$ cat src/rtl/multi_channel_accum_if.sv
// Handshake and data bundle for multi_channel_accum: beat input, sum output
// and the requantiser compress return path.
interface multi_channel_accum_if #(
  parameter int NCH   = 3,
  parameter int DW    = 21,
  parameter int OUT_W = 21,
  parameter int CW    = 8
);
  logic                    in_vld;
  logic                    in_rdy;
  logic [NCH*DW-1:0]       dot_flat;
  logic                    sum_vld;
  logic                    sum_rdy;
  logic signed [OUT_W-1:0] sum_all;
  logic                    sum_sat;
  logic                    comp_vld;
  logic [CW-1:0]           compress;
  logic [CW-1:0]           ans_reg;
  logic                    ans_vld;

  modport master (
    output in_vld, dot_flat, sum_rdy, comp_vld, compress,
    input  in_rdy, sum_vld, sum_all, sum_sat, ans_reg, ans_vld
  );

  modport slave (
    input  in_vld, dot_flat, sum_rdy, comp_vld, compress,
    output in_rdy, sum_vld, sum_all, sum_sat, ans_reg, ans_vld
  );
endinterface

$ cat src/rtl/multi_channel_accum.sv
// Accumulates NPASS partial dot products per channel, then emits a saturated
// cross-channel sum; also registers the requantiser's compressed result.
module multi_channel_accum #(
  parameter int NCH   = 3,
  parameter int DW    = 21,
  parameter int NPASS = 3,
  parameter int OUT_W = 21,
  parameter int CW    = 8
) (
  input  logic                   clk,
  input  logic                   rst,
  input  logic                   clear,
  multi_channel_accum_if.slave   bus
);
  localparam int AW  = DW + $clog2(NPASS + 1);
  localparam int SW  = AW + $clog2(NCH + 1);
  localparam int PCW = $clog2(NPASS + 1);
  localparam int EW  = ((SW > OUT_W) ? SW : OUT_W) + 1;
  localparam logic signed [EW-1:0] MAXV = {{(EW-OUT_W+1){1'b0}}, {(OUT_W-1){1'b1}}};
  localparam logic signed [EW-1:0] MINV = ~MAXV;

  typedef enum logic [1:0] {IDLE, ACC, SUM, HOLD} state_t;

  state_t                 r_state;
  logic [PCW-1:0]         r_pass_cnt;
  logic signed [AW-1:0]   r_acc [NCH];
  logic signed [OUT_W-1:0] r_sum_all;
  logic                   r_sum_sat;
  logic                   r_sum_vld;
  logic [CW-1:0]          r_ans;
  logic                   r_ans_vld;

  logic                   w_take;
  logic signed [DW-1:0]   w_dot [NCH];
  logic signed [SW-1:0]   w_sum;
  logic signed [EW-1:0]   w_sum_ext;
  logic signed [OUT_W-1:0] w_clip;
  logic                   w_sat;

  assign bus.in_rdy  = (r_state == IDLE) || (r_state == ACC);
  assign w_take      = bus.in_vld && bus.in_rdy;
  assign bus.sum_vld = r_sum_vld;
  assign bus.sum_all = r_sum_all;
  assign bus.sum_sat = r_sum_sat;
  assign bus.ans_reg = r_ans;
  assign bus.ans_vld = r_ans_vld;

  always_comb begin
    for (int unsigned c = 0; c < NCH; c++) begin
      w_dot[c] = bus.dot_flat[c*DW +: DW];
    end
  end

  // SW carries enough headroom that the channel sum cannot wrap; clipping is
  // done at a width covering both SW and OUT_W.
  always_comb begin
    w_sum = '0;
    for (int unsigned c = 0; c < NCH; c++) begin
      w_sum = w_sum + {{(SW-AW){r_acc[c][AW-1]}}, r_acc[c]};
    end
    w_sum_ext = {{(EW-SW){w_sum[SW-1]}}, w_sum};
    w_sat     = 1'b0;
    w_clip    = w_sum_ext[OUT_W-1:0];
    if (w_sum_ext > MAXV) begin
      w_sat  = 1'b1;
      w_clip = MAXV[OUT_W-1:0];
    end else if (w_sum_ext < MINV) begin
      w_sat  = 1'b1;
      w_clip = MINV[OUT_W-1:0];
    end
  end

  always_ff @(posedge clk) begin
    if (rst) begin
      r_state    <= IDLE;
      r_pass_cnt <= '0;
      for (int unsigned c = 0; c < NCH; c++) r_acc[c] <= '0;
      r_sum_all  <= '0;
      r_sum_sat  <= 1'b0;
      r_sum_vld  <= 1'b0;
      r_ans      <= '0;
      r_ans_vld  <= 1'b0;
    end else begin
      r_ans_vld <= bus.comp_vld;
      if (bus.comp_vld) r_ans <= bus.compress;

      if (clear) begin
        r_state    <= IDLE;
        r_pass_cnt <= '0;
        for (int unsigned c = 0; c < NCH; c++) r_acc[c] <= '0;
        r_sum_vld  <= 1'b0;
      end else begin
        case (r_state)
          IDLE: if (w_take) begin
            for (int unsigned c = 0; c < NCH; c++) begin
              r_acc[c] <= {{(AW-DW){w_dot[c][DW-1]}}, w_dot[c]};
            end
            if (NPASS == 1) begin
              r_pass_cnt <= '0;
              r_state    <= SUM;
            end else begin
              r_pass_cnt <= PCW'(1);
              r_state    <= ACC;
            end
          end
          ACC: if (w_take) begin
            for (int unsigned c = 0; c < NCH; c++) begin
              r_acc[c] <= r_acc[c] + {{(AW-DW){w_dot[c][DW-1]}}, w_dot[c]};
            end
            if (r_pass_cnt == PCW'(NPASS - 1)) begin
              r_pass_cnt <= '0;
              r_state    <= SUM;
            end else begin
              r_pass_cnt <= r_pass_cnt + PCW'(1);
            end
          end
          SUM: begin
            r_sum_all <= w_clip;
            r_sum_sat <= w_sat;
            r_sum_vld <= 1'b1;
            r_state   <= HOLD;
          end
          HOLD: if (bus.sum_rdy) begin
            r_sum_vld <= 1'b0;
            r_state   <= IDLE;
          end
          default: r_state <= IDLE;
        endcase
      end
    end
  end
endmodule

$ cat src/flat_wrapper.sv
// flat-port wrapper written by rule: the top's interface ports become plain ports
module multi_channel_accum_flat 
#(
  parameter int NCH   = 3,
  parameter int DW    = 21,
  parameter int NPASS = 3,
  parameter int OUT_W = 21,
  parameter int CW    = 8
)
  (clk, rst, clear, bus_in_vld, bus_dot_flat, bus_sum_rdy, bus_comp_vld, bus_compress, bus_in_rdy, bus_sum_vld, bus_sum_all, bus_sum_sat, bus_ans_reg, bus_ans_vld);
  multi_channel_accum_if #(.NCH(NCH), .DW(DW), .OUT_W(OUT_W), .CW(CW)) bus_i ();
  input  logic clk;
  input  logic rst;
  input  logic clear;
  input wire logic [$bits(bus_i.in_vld)-1:0] bus_in_vld;
  input wire logic [$bits(bus_i.dot_flat)-1:0] bus_dot_flat;
  input wire logic [$bits(bus_i.sum_rdy)-1:0] bus_sum_rdy;
  input wire logic [$bits(bus_i.comp_vld)-1:0] bus_comp_vld;
  input wire logic [$bits(bus_i.compress)-1:0] bus_compress;
  output wire logic [$bits(bus_i.in_rdy)-1:0] bus_in_rdy;
  output wire logic [$bits(bus_i.sum_vld)-1:0] bus_sum_vld;
  output wire logic [$bits(bus_i.sum_all)-1:0] bus_sum_all;
  output wire logic [$bits(bus_i.sum_sat)-1:0] bus_sum_sat;
  output wire logic [$bits(bus_i.ans_reg)-1:0] bus_ans_reg;
  output wire logic [$bits(bus_i.ans_vld)-1:0] bus_ans_vld;
  assign bus_i.in_vld = bus_in_vld;
  assign bus_i.dot_flat = bus_dot_flat;
  assign bus_i.sum_rdy = bus_sum_rdy;
  assign bus_i.comp_vld = bus_comp_vld;
  assign bus_i.compress = bus_compress;
  assign bus_in_rdy = bus_i.in_rdy;
  assign bus_sum_vld = bus_i.sum_vld;
  assign bus_sum_all = bus_i.sum_all;
  assign bus_sum_sat = bus_i.sum_sat;
  assign bus_ans_reg = bus_i.ans_reg;
  assign bus_ans_vld = bus_i.ans_vld;
  multi_channel_accum #(.NCH(NCH), .DW(DW), .NPASS(NPASS), .OUT_W(OUT_W), .CW(CW)) u_core (.clk(clk), .rst(rst), .clear(clear), .bus(bus_i));
endmodule
$ cat config.mk
export PLATFORM = sky130hd
export DESIGN_NAME = multi_channel_accum_flat
export DESIGN_NICKNAME = d
export VERILOG_FILES = /design/src/rtl/multi_channel_accum_if.sv /design/src/rtl/multi_channel_accum.sv /design/src/flat_wrapper.sv
export SDC_FILE = /design/constraint.sdc
export NUM_CORES = 1
export LEC_CHECK = 0
export ABC_AREA = 1
export BUFFER_PORTS_ARGS = -buffer_cell sky130_fd_sc_hd__buf_4
export CORE_UTILIZATION = 45
export CTS_BUF_LIST = sky130_fd_sc_hd__clkbuf_2
export DETAILED_ROUTE_END_ITERATION = 6
export GPL_ROUTABILITY_DRIVEN = 0
export PLACE_DENSITY = 0.76
export SLEW_MARGIN = 20
export SYNTH_ARGS = -nofsm -noshare
export SYNTH_HDL_FRONTEND = slang
export SYNTH_SLANG_ARGS = --single-unit
$ cat constraint.sdc
create_clock -name clk -period 2.7 [get_ports clk]
set_input_delay 0.27 -clock clk [delete_from_list [all_inputs] [get_ports clk]]
set_output_delay 0.27 -clock clk [all_outputs]
set_load 0.005 [all_outputs]
==> impl_summary.txt <==
----------------------------------------------------
[Pwr]
  Worst IR drop on VDD ... approximately 0.24 mV
  Reported leakage power ... 0.00651 uW
  Power Dens Cells ... approximately 400 nW/um^2
  Power after layout ... between 5000 and 6000 uW

[STA]
  Worst max-slew margin expressed relative to the limit ... 51.8%
  Period Utilization, post-route ... 111%
  Final Skew ... 64.8 ps
  Worst Hold Margin ... 75.8 ps
  Worst Max-Slew Pin Slew ... 722 ps
  Setup Viol. Count Final ... 21
  Unrepaired setup endpoints after global routing ... true
  Final critical path time including I/O delays and setup ... 3000 ps
  Peak Freq ... between 0.3 and 0.4 GHz
  Number of max-slew violations in the final report ... 0
  Final count of hold timing violations ... 0
  Final setup TNS ... -5040 ps
  Final setup margin ... -303 ps

[Clocking]
  TritonCTS clock tree ... yes
  Clock tree buffer depth ... 2
  Later-pin clock latency in the skew report ... 660 ps
  H-tree level count ... 3
  Clk sinks ... 105
  Root buffer selected by CTS ... sky130_fd_sc_hd__clkbuf_2
  Clock-pin slew on the worst setup and hold paths ... 290 ps
  Total CTS buffers ... 9

[Critical path]
  Type of the worst setup path ... reg -> reg
  Largest delay contributor family on the critical path ... adder cells
  Largest stage delay on the critical path ... ~570 ps
  Worst path buffer plus inverter count ... 3
  Worst R2R Setup Slack ... -300 ps
  Worst-case reg-to-reg path depth ... 15
  Cells traversed along the worst timing path ... fa_1, ha_4, nand2_1, nor2_1, inv_1, nor2_1, nand3_1, nand4_1, nand2_1, nor2_2, nand2_2, a21oi_4, buf_6, buf_12, a21oi_1
  Crit path DAT ... 3530 ps
  CP Launch Type ... flop
  CP Max Fanout ... 9
  Slowest cell on the critical path ... sky130_fd_sc_hd__fa_1
  Launch instance of the worst register-to-register path ... u_core.r_acc[0][9]
  Worst Path Required ... between 3000 and 4000 ps
  End of the worst register-to-register path ... u_core.bus.sum_all[3]
  Kind of end point of the critical path ... flop

[Synth]
  Dominant cell type by area after synthesis ... sky130_fd_sc_hd__edfxtp_1
  Seq/Total Area, Yosys ... between 20% and 30%
  Most frequent cells after synthesis ... 351 x sky130_fd_sc_hd__nand2_1, 139 x sky130_fd_sc_hd__inv_1, 134 x sky130_fd_sc_hd__a21oi_1
  Parity-gate share of the synthesized area counting xor and xnor cells ... approximately 4.2%
  Portion of synthesized cell area occupied by the leading cell type ... a little over a fifth
  Yosys reg bits ... roughly 110
  Share of the synthesized area in compound gates (AO/OA/AOI/OAI) ... 18.2%
  Number of instances in the synthesized netlist ... 1277
  Largest family of logic cells by synthesized area ... simple AND/OR/NAND/NOR gates
  Top-count cell post-synth ... sky130_fd_sc_hd__nand2_1
  Yosys synthesis warning count ... 0
  Number of synthesized flops with an enable pin ... ~70
  Predominant post-synthesis flop cell ... sky130_fd_sc_hd__edfxtp_1
  Simple-gate share of the synthesized area ... between 20% and 30%
  Mux cell area share after synthesis ... 0%
  Share of synthesized cell area in full adder, half adder and majority cells ... a little under a fifth
  Post-synthesis average cell area ... 7.39 um^2
  Count of unique library cells instantiated by Yosys ... ~40
  Top post-synthesis cells by area ... sky130_fd_sc_hd__edfxtp_1 22%, sky130_fd_sc_hd__nand2_1 14%, sky130_fd_sc_hd__ha_1 12%
  Fraction of registers with async set or reset after synthesis ... 0%
  Synthesized Nets ... 1474
  Summed instance area of the synthesized netlist ... 9430 um^2

[Hold path]
  Worst Min Path Start ... bus_dot_flat[19]
  Worst Hold Depth ... 4
  Worst hold path class ... in -> reg
  Worst min-delay path endpoint ... u_core.r_acc[0][19]

[Global routing]
  GRT overflow ... 0
  Global-route wire length before repair ... 47600 um
  Pin count of the biggest net entering global routing ... 70
  Vias in the first global route ... between 9000 and 10000
  Antenna violations before repair ... 1
  All-Layer GR Usage ... 28.0%

[Floorplan]
  I/O pin count ... 110
  Initial Util ... 46.3%
  Die height ... 147 um
  Site row count ... 52
  CORE AREA ... 20400 um^2
  Area of the die ... around 22000 um^2
  Width of the die ... between 100 and 150 um

[Detailed routing]
  Residual DRC count ... 3
  Average via count per standard cell ... approximately 5.6
  Detailed Route WL ... 31400 um
  Iteration count of the initial detailed-routing pass ... 7
  Starting DRT DRC Count ... about 850
  Post-DR wirelength/cell ... around 17 um
  Antenna viol nets, final ... 0
  Vias ... 10500

[Layout]
  Layout Cells excl Fill ... 1890
  Flip-flop count of the largest register, all copies and words added ... 69
  Layout cells sized above 1 ... 26.9%
  Area growth, synth to finish ... 41.5%
  Number of nets in the layout ... roughly 1800

[Outcome]
  Failing checks ... design-rule violations, negative setup slack
  Run status ... complete, but fails checks

[Place]
  Count of input and output buffers ... 109
  Number of cells after detailed placement ... approximately 1800
  Placement-stage worst setup slack ... -277 ps
  Placed wire-length estimate ... between 20000 and 25000 um

[Job]
  Max_cap viols ... 0

----------------------------------------------------
-- cell families after synthesis --
| group | count (synthesis) |
|---|---|
| flip-flops | 105 |
| XOR/XNOR | 45 |
| buffers and inverters | 161 |
| AND/OR/NAND/NOR | 541 |
| adder cells (fa/ha/maj) | 120 |
| AO/OA/AOI/OAI | 305 |
-- through the flow --
step                      instance area [um^2]  utilization, %
after floorplan                           9460               -
after global placement                   11500            56.5
after detailed placement                 11500            56.5
after CTS                                12800            62.8
after global routing                     13300            65.5
final                                    13300            65.5
-- power by group --
part           internal [uW]  switching, uW  total, uW  leakage (uW)
Clock                    215            581        796     0.0000731
Sequential              1820           86.8       1900       0.00109
Combinational           1220           1430       2640       0.00535
Total                   3250           2090       5340       0.00651
-- tightest hold or removal path, delay by kind of cell --
family / cells / cell delay, ps
AO/OA/AOI/OAI: 1 / 60
buffers and inverters: 2 / 210
AND/OR/NAND/NOR: 1 / 60
-- routing by layer --
layer / global-route usage (%) / part of all wire, % / vias to the layer above
met4: 13.2 / 4.3 / 0
met1: 35.6 / 40 / 4817
met3: 3.45 / 8.2 / 106
li1: - / - / 5008
met2: 47.4 / 48 / 570
met5: 0 / 0 / -
-- repair_timing --
item,CTS,global route
cloned,1,0
endpoints found under the setup margin,23,46
pin swaps,11,34
setup buffers,23,15
hold endpoints to repair,85,0
resized for setup,43,118
hold buffers,75,0
-- area by class of cell --
cell class / instances / area, um^2
flip-flops and latches: 105 / 2790
repair buffers: 345 / 2830
clock buffers: 10 / 50.0
multi-input cells: 1011 / 6740
inverters: 142 / 533
well taps: 270 / 338
fillers: 1608 / 7020
diodes: 1 / 2.50
clock inverters: 6 / 57.6
-- placed cells by master, fill, tap and decap left out, types with 14 or more instances in the layout --
cell                            instances
sky130_fd_sc_hd__inv_2                 17
sky130_fd_sc_hd__nor2_1                65
sky130_fd_sc_hd__dlygate4sd3_1         75
sky130_fd_sc_hd__ha_1                  65
sky130_fd_sc_hd__nand2_1              334
sky130_fd_sc_hd__xnor2_1               14
sky130_fd_sc_hd__buf_4                262
sky130_fd_sc_hd__o21ai_0               94
sky130_fd_sc_hd__nand4_1               20
sky130_fd_sc_hd__xor2_1                31
sky130_fd_sc_hd__fa_1                  22
sky130_fd_sc_hd__nand3_1               45
sky130_fd_sc_hd__ha_4                  25
sky130_fd_sc_hd__edfxtp_1              69
sky130_fd_sc_hd__nand2_2               16
sky130_fd_sc_hd__a21oi_1              111
sky130_fd_sc_hd__a21oi_2               23
sky130_fd_sc_hd__dfxtp_1               36
sky130_fd_sc_hd__inv_1                127
sky130_fd_sc_hd__nor2_2                18
-- worst max path at each step --
stage,to,cells after the start,startpoint,slack [ps]
after global routing,u_core.bus.sum_all[9],18,u_core.r_acc[0][7],-450
final,u_core.bus.sum_all[3],15,u_core.r_acc[0][9],-300
after CTS,u_core.bus.sum_all[10],18,u_core.r_acc[0][24],-230
after global placement,u_core.bus.sum_all[0],15,u_core.r_acc[0][10],-200
after detailed placement,u_core.bus.sum_all[4],15,u_core.r_acc[0][18],-280
after floorplan,u_core.bus.sum_all[11],17,u_core.r_acc[0][47],-20
Power figures use the tool's default switching activity.
